## src/rtl/axis_rr_arbiter.sv

```systemverilog
// Packet-level round-robin arbiter: NUM_S AXI-Stream masters share one slave, one packet at a time.
// Optional stall watchdog enabled by defining AXIS_ARB_TIMEOUT_EN (revokes a grant after TIMEOUT idle cycles).
module axis_rr_arbiter #(
  parameter int NUM_S   = 4,
  parameter int DATA_W  = 32,
  parameter int TIMEOUT = 64
) (
  input  logic                      aclk,
  input  logic                      areset,
  input  logic [NUM_S-1:0]          s_tvalid,
  output logic [NUM_S-1:0]          s_tready,
  input  logic [NUM_S-1:0]          s_tlast,
  input  logic [NUM_S*DATA_W-1:0]   s_tdata,
  output logic                      m_tvalid,
  input  logic                      m_tready,
  output logic                      m_tlast,
  output logic [DATA_W-1:0]         m_tdata,
  output logic [NUM_S-1:0]          grant,
  output logic                      busy,
  output logic                      timeout
);

  localparam int IDX_W = (NUM_S > 1) ? $clog2(NUM_S) : 1;

  typedef enum logic {
    IDLE = 1'b0,
    LOCK = 1'b1
  } state_t;

  state_t           state;
  state_t           state_nxt;
  logic [IDX_W-1:0] owner;
  logic [IDX_W-1:0] owner_nxt;
  logic [IDX_W-1:0] last_ptr;
  logic [IDX_W-1:0] last_nxt;
  logic [IDX_W-1:0] pick_idx;
  logic [IDX_W-1:0] cand;
  logic [NUM_S-1:0] grant_nxt;
  logic             busy_nxt;
  logic             lock;
  logic             owner_valid;
  logic             owner_last;
  logic             accept;
  logic             stall_expire;

  assign lock        = (state == LOCK);
  assign owner_valid = s_tvalid[owner];
  assign owner_last  = s_tlast[owner];

  // Pass-through path: outputs follow the owner combinationally, gated by the registered state
  assign m_tvalid = lock & owner_valid;
  assign m_tlast  = lock & owner_last;
  assign m_tdata  = s_tdata[owner*DATA_W +: DATA_W];
  assign s_tready = grant & {NUM_S{lock & m_tready}};
  assign accept   = m_tvalid & m_tready;

  // Scan downward so the candidate closest to last_ptr+1 is written last and wins
  always_comb begin
    pick_idx = last_ptr;
    cand     = '0;
    for (int i = NUM_S; i >= 1; i--) begin
      cand = IDX_W'((int'(last_ptr) + i) % NUM_S);
      if (s_tvalid[cand]) begin
        pick_idx = cand;
      end
    end
  end

`ifdef AXIS_ARB_TIMEOUT_EN
  localparam int CNT_W = $clog2(TIMEOUT + 1);

  logic [CNT_W-1:0] stall_cnt;
  logic [CNT_W-1:0] stall_cnt_nxt;
  logic             timeout_q;

  // Only owner-side silence counts; slave backpressure leaves owner_valid high and clears the count
  assign stall_expire = lock && !owner_valid && (stall_cnt == CNT_W'(TIMEOUT - 1));

  always_comb begin
    stall_cnt_nxt = '0;
    if (lock && !owner_valid && !stall_expire) begin
      stall_cnt_nxt = stall_cnt + 1'b1;
    end
  end

  always_ff @(posedge aclk or posedge areset) begin
    if (areset) begin
      stall_cnt <= '0;
      timeout_q <= 1'b0;
    end else begin
      stall_cnt <= stall_cnt_nxt;
      timeout_q <= stall_expire;
    end
  end

  assign timeout = timeout_q;
`else
  assign stall_expire = 1'b0;
  assign timeout      = 1'b0;
`endif

  always_comb begin
    state_nxt = state;
    owner_nxt = owner;
    last_nxt  = last_ptr;
    grant_nxt = grant;
    busy_nxt  = busy;
    case (state)
      IDLE: begin
        if (|s_tvalid) begin
          owner_nxt = pick_idx;
          grant_nxt = NUM_S'(1) << pick_idx;
          busy_nxt  = 1'b1;
          state_nxt = LOCK;
        end
      end
      LOCK: begin
        if ((accept && owner_last) || stall_expire) begin
          last_nxt  = owner;
          grant_nxt = '0;
          busy_nxt  = 1'b0;
          state_nxt = IDLE;
        end
      end
      default: begin
        grant_nxt = '0;
        busy_nxt  = 1'b0;
        state_nxt = IDLE;
      end
    endcase
  end

  // Reset points last_ptr at the highest input so input 0 is favoured first
  always_ff @(posedge aclk or posedge areset) begin
    if (areset) begin
      state    <= IDLE;
      owner    <= '0;
      last_ptr <= IDX_W'(NUM_S - 1);
      grant    <= '0;
      busy     <= 1'b0;
    end else begin
      state    <= state_nxt;
      owner    <= owner_nxt;
      last_ptr <= last_nxt;
      grant    <= grant_nxt;
      busy     <= busy_nxt;
    end
  end

endmodule

```

## config.mk

```make
export PLATFORM = sky130hd
export DESIGN_NAME = axis_rr_arbiter
export DESIGN_NICKNAME = d
export VERILOG_FILES = /design/src/rtl/axis_rr_arbiter.sv
export SDC_FILE = /design/constraint.sdc
export NUM_CORES = 1
export LEC_CHECK = 0
export CAP_MARGIN = 5
export CORE_MARGIN = 2
export CORE_UTILIZATION = 25
export CTS_CLUSTER_DIAMETER = 40
export DETAILED_ROUTE_END_ITERATION = 10
export PLACE_DENSITY_LB_ADDON = 0.3
export RECOVER_POWER = 25
export SLEW_MARGIN = 5
export SYNTH_ARGS = -nofsm -noshare
export SYNTH_HDL_FRONTEND = slang
export SYNTH_SLANG_ARGS = --single-unit
```

## constraint.sdc

```tcl
create_clock -name aclk -period 1.8 [get_ports aclk]
set_input_delay 0.36 -clock aclk [delete_from_list [all_inputs] [get_ports aclk]]
set_output_delay 0.36 -clock aclk [all_outputs]
set_load 0.005 [all_outputs]
```

# [Word level (Yosys, flattened, before mapping)]
# Cells that the tools add are included.
[classes] n_eq_ne=2 bitwise_logic=6 order_cmp=5 reduce_logical=5 mux=25 addsub=4 shift=2
[ops] cell="128-bit by 8-bit indexed part select with 32-bit output" n=1
[ops] cell="2-bit by 3-bit < comparator with 1-bit output (second input constant)" n=5
[ops] cell="1-bit binary-select mux with 2-bit select" n=6
[ops] cell="1-bit 2-to-1 mux" n=10
[ops] cell="2-bit 2-to-1 mux" n=4
[ops] cell="4-bit 2-to-1 mux" n=2
[ops] cell="4-bit case mux with 2 select lines" n=1
[ops] cell="2-bit AND reduction" n=3
[ops] cell="2-bit by 1-bit adder with 2-bit output (second input constant)" n=2
[ops] cell="2-bit adder (second input constant)" n=2
[ops] cell="1-bit AND" n=4
[ops] cell="4-bit AND" n=1
[ops] cell="1-bit case mux with 2 select lines" n=2
[ops] cell="4-bit OR reduction" n=1
[ops] cell="1-bit by 2-bit << shifter with 4-bit output (first input constant)" n=1
[ops] cell="2-bit by 1-bit inequality test with 1-bit output (second input constant)" n=1
[ops] cell="2-bit inequality test (second input constant)" n=1
[ops] cell="1-bit logical AND" n=1
[ops] cell="1-bit NOT" n=1
[word_totals] in_bits=139 elab_cells=54 output_inout_bits=44 reg_bits=10

# [Longest topological paths before layout]
[logic_depth] ltp_word=10 mapped_depth=5 mapped_depth_nobuf=4

# [Least setup slack after synthesis]
# Ideal clock, no wire load.
[synth_path] path_kind="register to output" from="register owner[0]" to="output m_tdata[10]" t_arrival_ns=1.291 setup_slack_ns=0.149 path_stages_with_launch=4 path_buffers=2 t_required_ns=1.440 path_cell_list="dfrtp_1 > buf_6 > buf_2 > mux4_2"
[synth_between] elab_chain_len=1
[synth_lines] element="start: declaration" line_no="32" rtl="logic [IDX_W-1:0] owner;"
[synth_lines] element="start signal: assignment" line_no="143" rtl="owner <= owner_nxt;"
[synth_lines] element="128-bit by 8-bit indexed part select with 32-bit output" line_no="53" rtl="assign m_tdata = s_tdata[owner*DATA_W +: DATA_W];"
[synth_lines] element="end: declaration" line_no="17" rtl="output logic [DATA_W-1:0] m_tdata,"
# No other way between the ends.

# [Worst setup path after layout]
[layout_path] from="register owner[0]" to="output m_tdata[17]"
# Same word-level chain as after synthesis.

==> reports/qor.yml <==
status: "finished with violations"
failed_checks: "setup timing"
ys_types: 28
cellLeakagePower_nw: 1.40
maxCapViolCount: 0
synth_top_cell_by_area: "mux4_2"
grt_max_degree: 18
holdPathStages: 2
fin_crit_ns: 1.96
fin_nets: 444
firstDrtPassIters: 4
initial_utilization_pct: 26.4
synthesis.nets: 238
multi_input_area_um2: 1050
r2r-start: "owner[0]$_DFFE_PP0P_"
cp.required_ns: 1.44
clock_tree.root_cell: "clkbuf_8"
fin_crit_sh_pct: 109
ir_drop_v: 0.000584
antenna_found_initial: 0
place_hpwl_um: 5920
powerDensity_nw_per_um2: 1090
r2r_setup_slack_ns: -0.08
cts_buffers: 3
fmax_mhz: 510
die_h_um: 77.9
synth.ff_latch_count: 10
min_from: "busy$_DFFE_PP0P_"
synthArstFlopShare_pct: 100
antenna_cells: 0
dp_cells: 360
worstHoldEndpoint: "busy$_DFFE_PP0P_"
rows: 26
dieArea_um2: 6060
critPathLaunch: "owner[0]$_DFFE_PP0P_"
wire_per_inst_um: 18.8
finalMaxSlewViolations: 0
htree_levels: 1
grt_pass1_vias: 1905
yosysWarningCount: 0
regArea_um2: 255
path_clk_slew_ns: 0.05
ys_seq_area_share_pct: 18.5
synth_edf_count: 0
drive_gt1_share_pct: 36.2
gp_congestion: 0.857
synthTopCellsByArea: "mux4_2 (56%), dfrtp_1 (15%), dfstp_2 (3.9%), and3_1 (3.2%), nand2_1 (2.2%)"
die_w_um: 77.9
ant_nets: 0
hold_viol: 0
ctsHoldBuffers: 0
ioPinCount: 183
synth_area_um2: 1360
cts.path.max_buffers: 2
worstSkewPairLatency_ns: 0.24
r2r_end: "last_ptr[1]$_DFFE_PP1P_"
fin_util_pct: 66.5
yosysMostFrequentCell: "mux4_2"
synth_flop_cell: "dfrtp_1"
crit_arrival_ns: 1.60
hold_path_class: "reg -> reg"
fin_ws_ns: -0.160
synthTopCellsByCount: "mux4_2 (34), dfrtp_1 (8), nand2_1 (8)"
grt-ovfl-total: 0
crit_type: "reg -> out"
r2r_cells: 6
drt_iter0_markers: 37
wirelength_um: 7010
vias: 1779
areaGrowthSynthToFinish_pct: 152
setup_viol_count_final: 35
cp-end-kind: "primary output"
drc: 0
syn_inst: 99
rsz0062_at_grt: "true"
fin_skew_ns: 0.000167
crit_path_max_fanout: 5
cts_tree: "done"
crit_path_start_kind: "flop"
num-fill-cells: 420
fin_cells: 374
synth_top_area_share_pct: 56.1
design.core.area_um2: 5170
grt_pass1_wl_um: 10400
port_buffers: 181
via_per_inst: 4.76
syn_area_per_cell_um2: 13.8
grt_usage_pct: 22.3
cts_sinks: 10
[through the flow]
stage | worst slack [ns] | power [W] | TNS (ns) | hold WS [ns] | instance area [µm²]
2_1_floorplan | 0.149 | 0.00182 | 0 | 0.199 | 1360
3_3_place_gp | -0.450 | 0.00343 | -10.55 | 0.467 | 3380
3_5_place_dp | -0.465 | 0.00346 | -10.97 | 0.472 | 3380
4_1_cts | -0.169 | 0.00382 | -4.33 | 0.405 | 3450
5_1_grt | -0.213 | 0.00396 | -5.11 | 0.521 | 3440
6_report | -0.160 | 0.00373 | -3.12 | 0.491 | 3440
[placed cells by master (no fill, tap or decap), types with 2 or more instances in the layout]
| master | synthesis | layout |
|---|---|---|
| buf_12 | 0 | 5 |
| buf_4 | 1 | 16 |
| dfrtp_1 | 8 | 6 |
| o21a_1 | 2 | 2 |
| o21ai_0 | 3 | 3 |
| a31o_1 | 2 | 2 |
| buf_6 | 2 | 14 |
| clkdlybuf4s50_1 | 0 | 141 |
| dfstp_2 | 2 | 2 |
| dfrtp_2 | 0 | 2 |
| nor2_1 | 2 | 2 |
| clkbuf_8 | 0 | 3 |
| buf_2 | 4 | 28 |
| and3_1 | 7 | 7 |
| mux2_2 | 2 | 2 |
| a21o_1 | 2 | 2 |
| nand2b_1 | 2 | 2 |
| nand3_1 | 3 | 3 |
| dlygate4sd2_1 | 0 | 5 |
| nand2_1 | 8 | 8 |
| mux4_2 | 34 | 34 |
[worst max path at each step]
stage,to,slack [ns],depth (start not counted)
after floorplan,m_tdata[10],0.15,3
after global placement,m_tvalid,-0.45,4
after detailed placement,m_tvalid,-0.46,4
after CTS,m_tdata[17],-0.17,5
after global routing,m_tdata[12],-0.21,5
final,m_tdata[17],-0.16,5
[cell type report]
type / instances / share of cell area, %
repair buffers: 211 / 58.1
multi-input cells: 78 / 30.5
flip-flops and latches: 10 / 7.42
inverters: 1 / 0.109
clock buffers: 4 / 1.31
well taps: 70 / 2.55
[routing by layer]
metal | wire length (µm) | global-route usage (%) | vias to the layer above
met4 | 184 | 7.14 | 0
met3 | 371 | 3.37 | 15
met2 | 3950 | 43.2 | 84
met5 | 0 | 0 | -
li1 | - | - | 836
met1 | 2510 | 24.6 | 844
[what timing repair did]
| item | in CTS | in global routing |
|---|---|---|
| gates cloned | 2 | 0 |
| setup buffers | 7 | 4 |
| resized for setup | 157 | 3 |
| pin swaps | 2 | 0 |
| setup endpoints to repair | 38 | 41 |
[state kept, by name, indices dropped and copies added (netlist names)]
| register | count |
|---|---|
| lock | 1 |
| grant | 4 |
| busy | 1 |
| owner | 2 |
| last_ptr | 2 |
[kinds of logic (layout without fill, tap and decap cells)]
family | after synthesis | after routing | share of synthesized area [%]
compound gates | 11 | 11 | 5.78
simple gates | 30 | 30 | 12.8
mux | 36 | 36 | 57.8
other cells | 1 | 1 | 0.275
flops | 10 | 10 | 18.5
buf+inv | 11 | 216 | 4.77
[report_power, final]
group	leakage (nW)	internal (W)	switching [W]
Clock	0.0228	0.000155	0.0000910
Sequential	0.116	0.000339	0.0000939
Combinational	1.26	0.00198	0.00107
Total	1.40	0.00248	0.00126
[worst max-delay path, stage by stage (launching register included)]
cell and delay (ns):
dfrtp_2 0.41, buf_6 0.14, buf_12 0.12, buf_12 0.12
mux4_2 0.43, buf_6 0.14
Note: power is estimated with default switching activity, not from simulation.
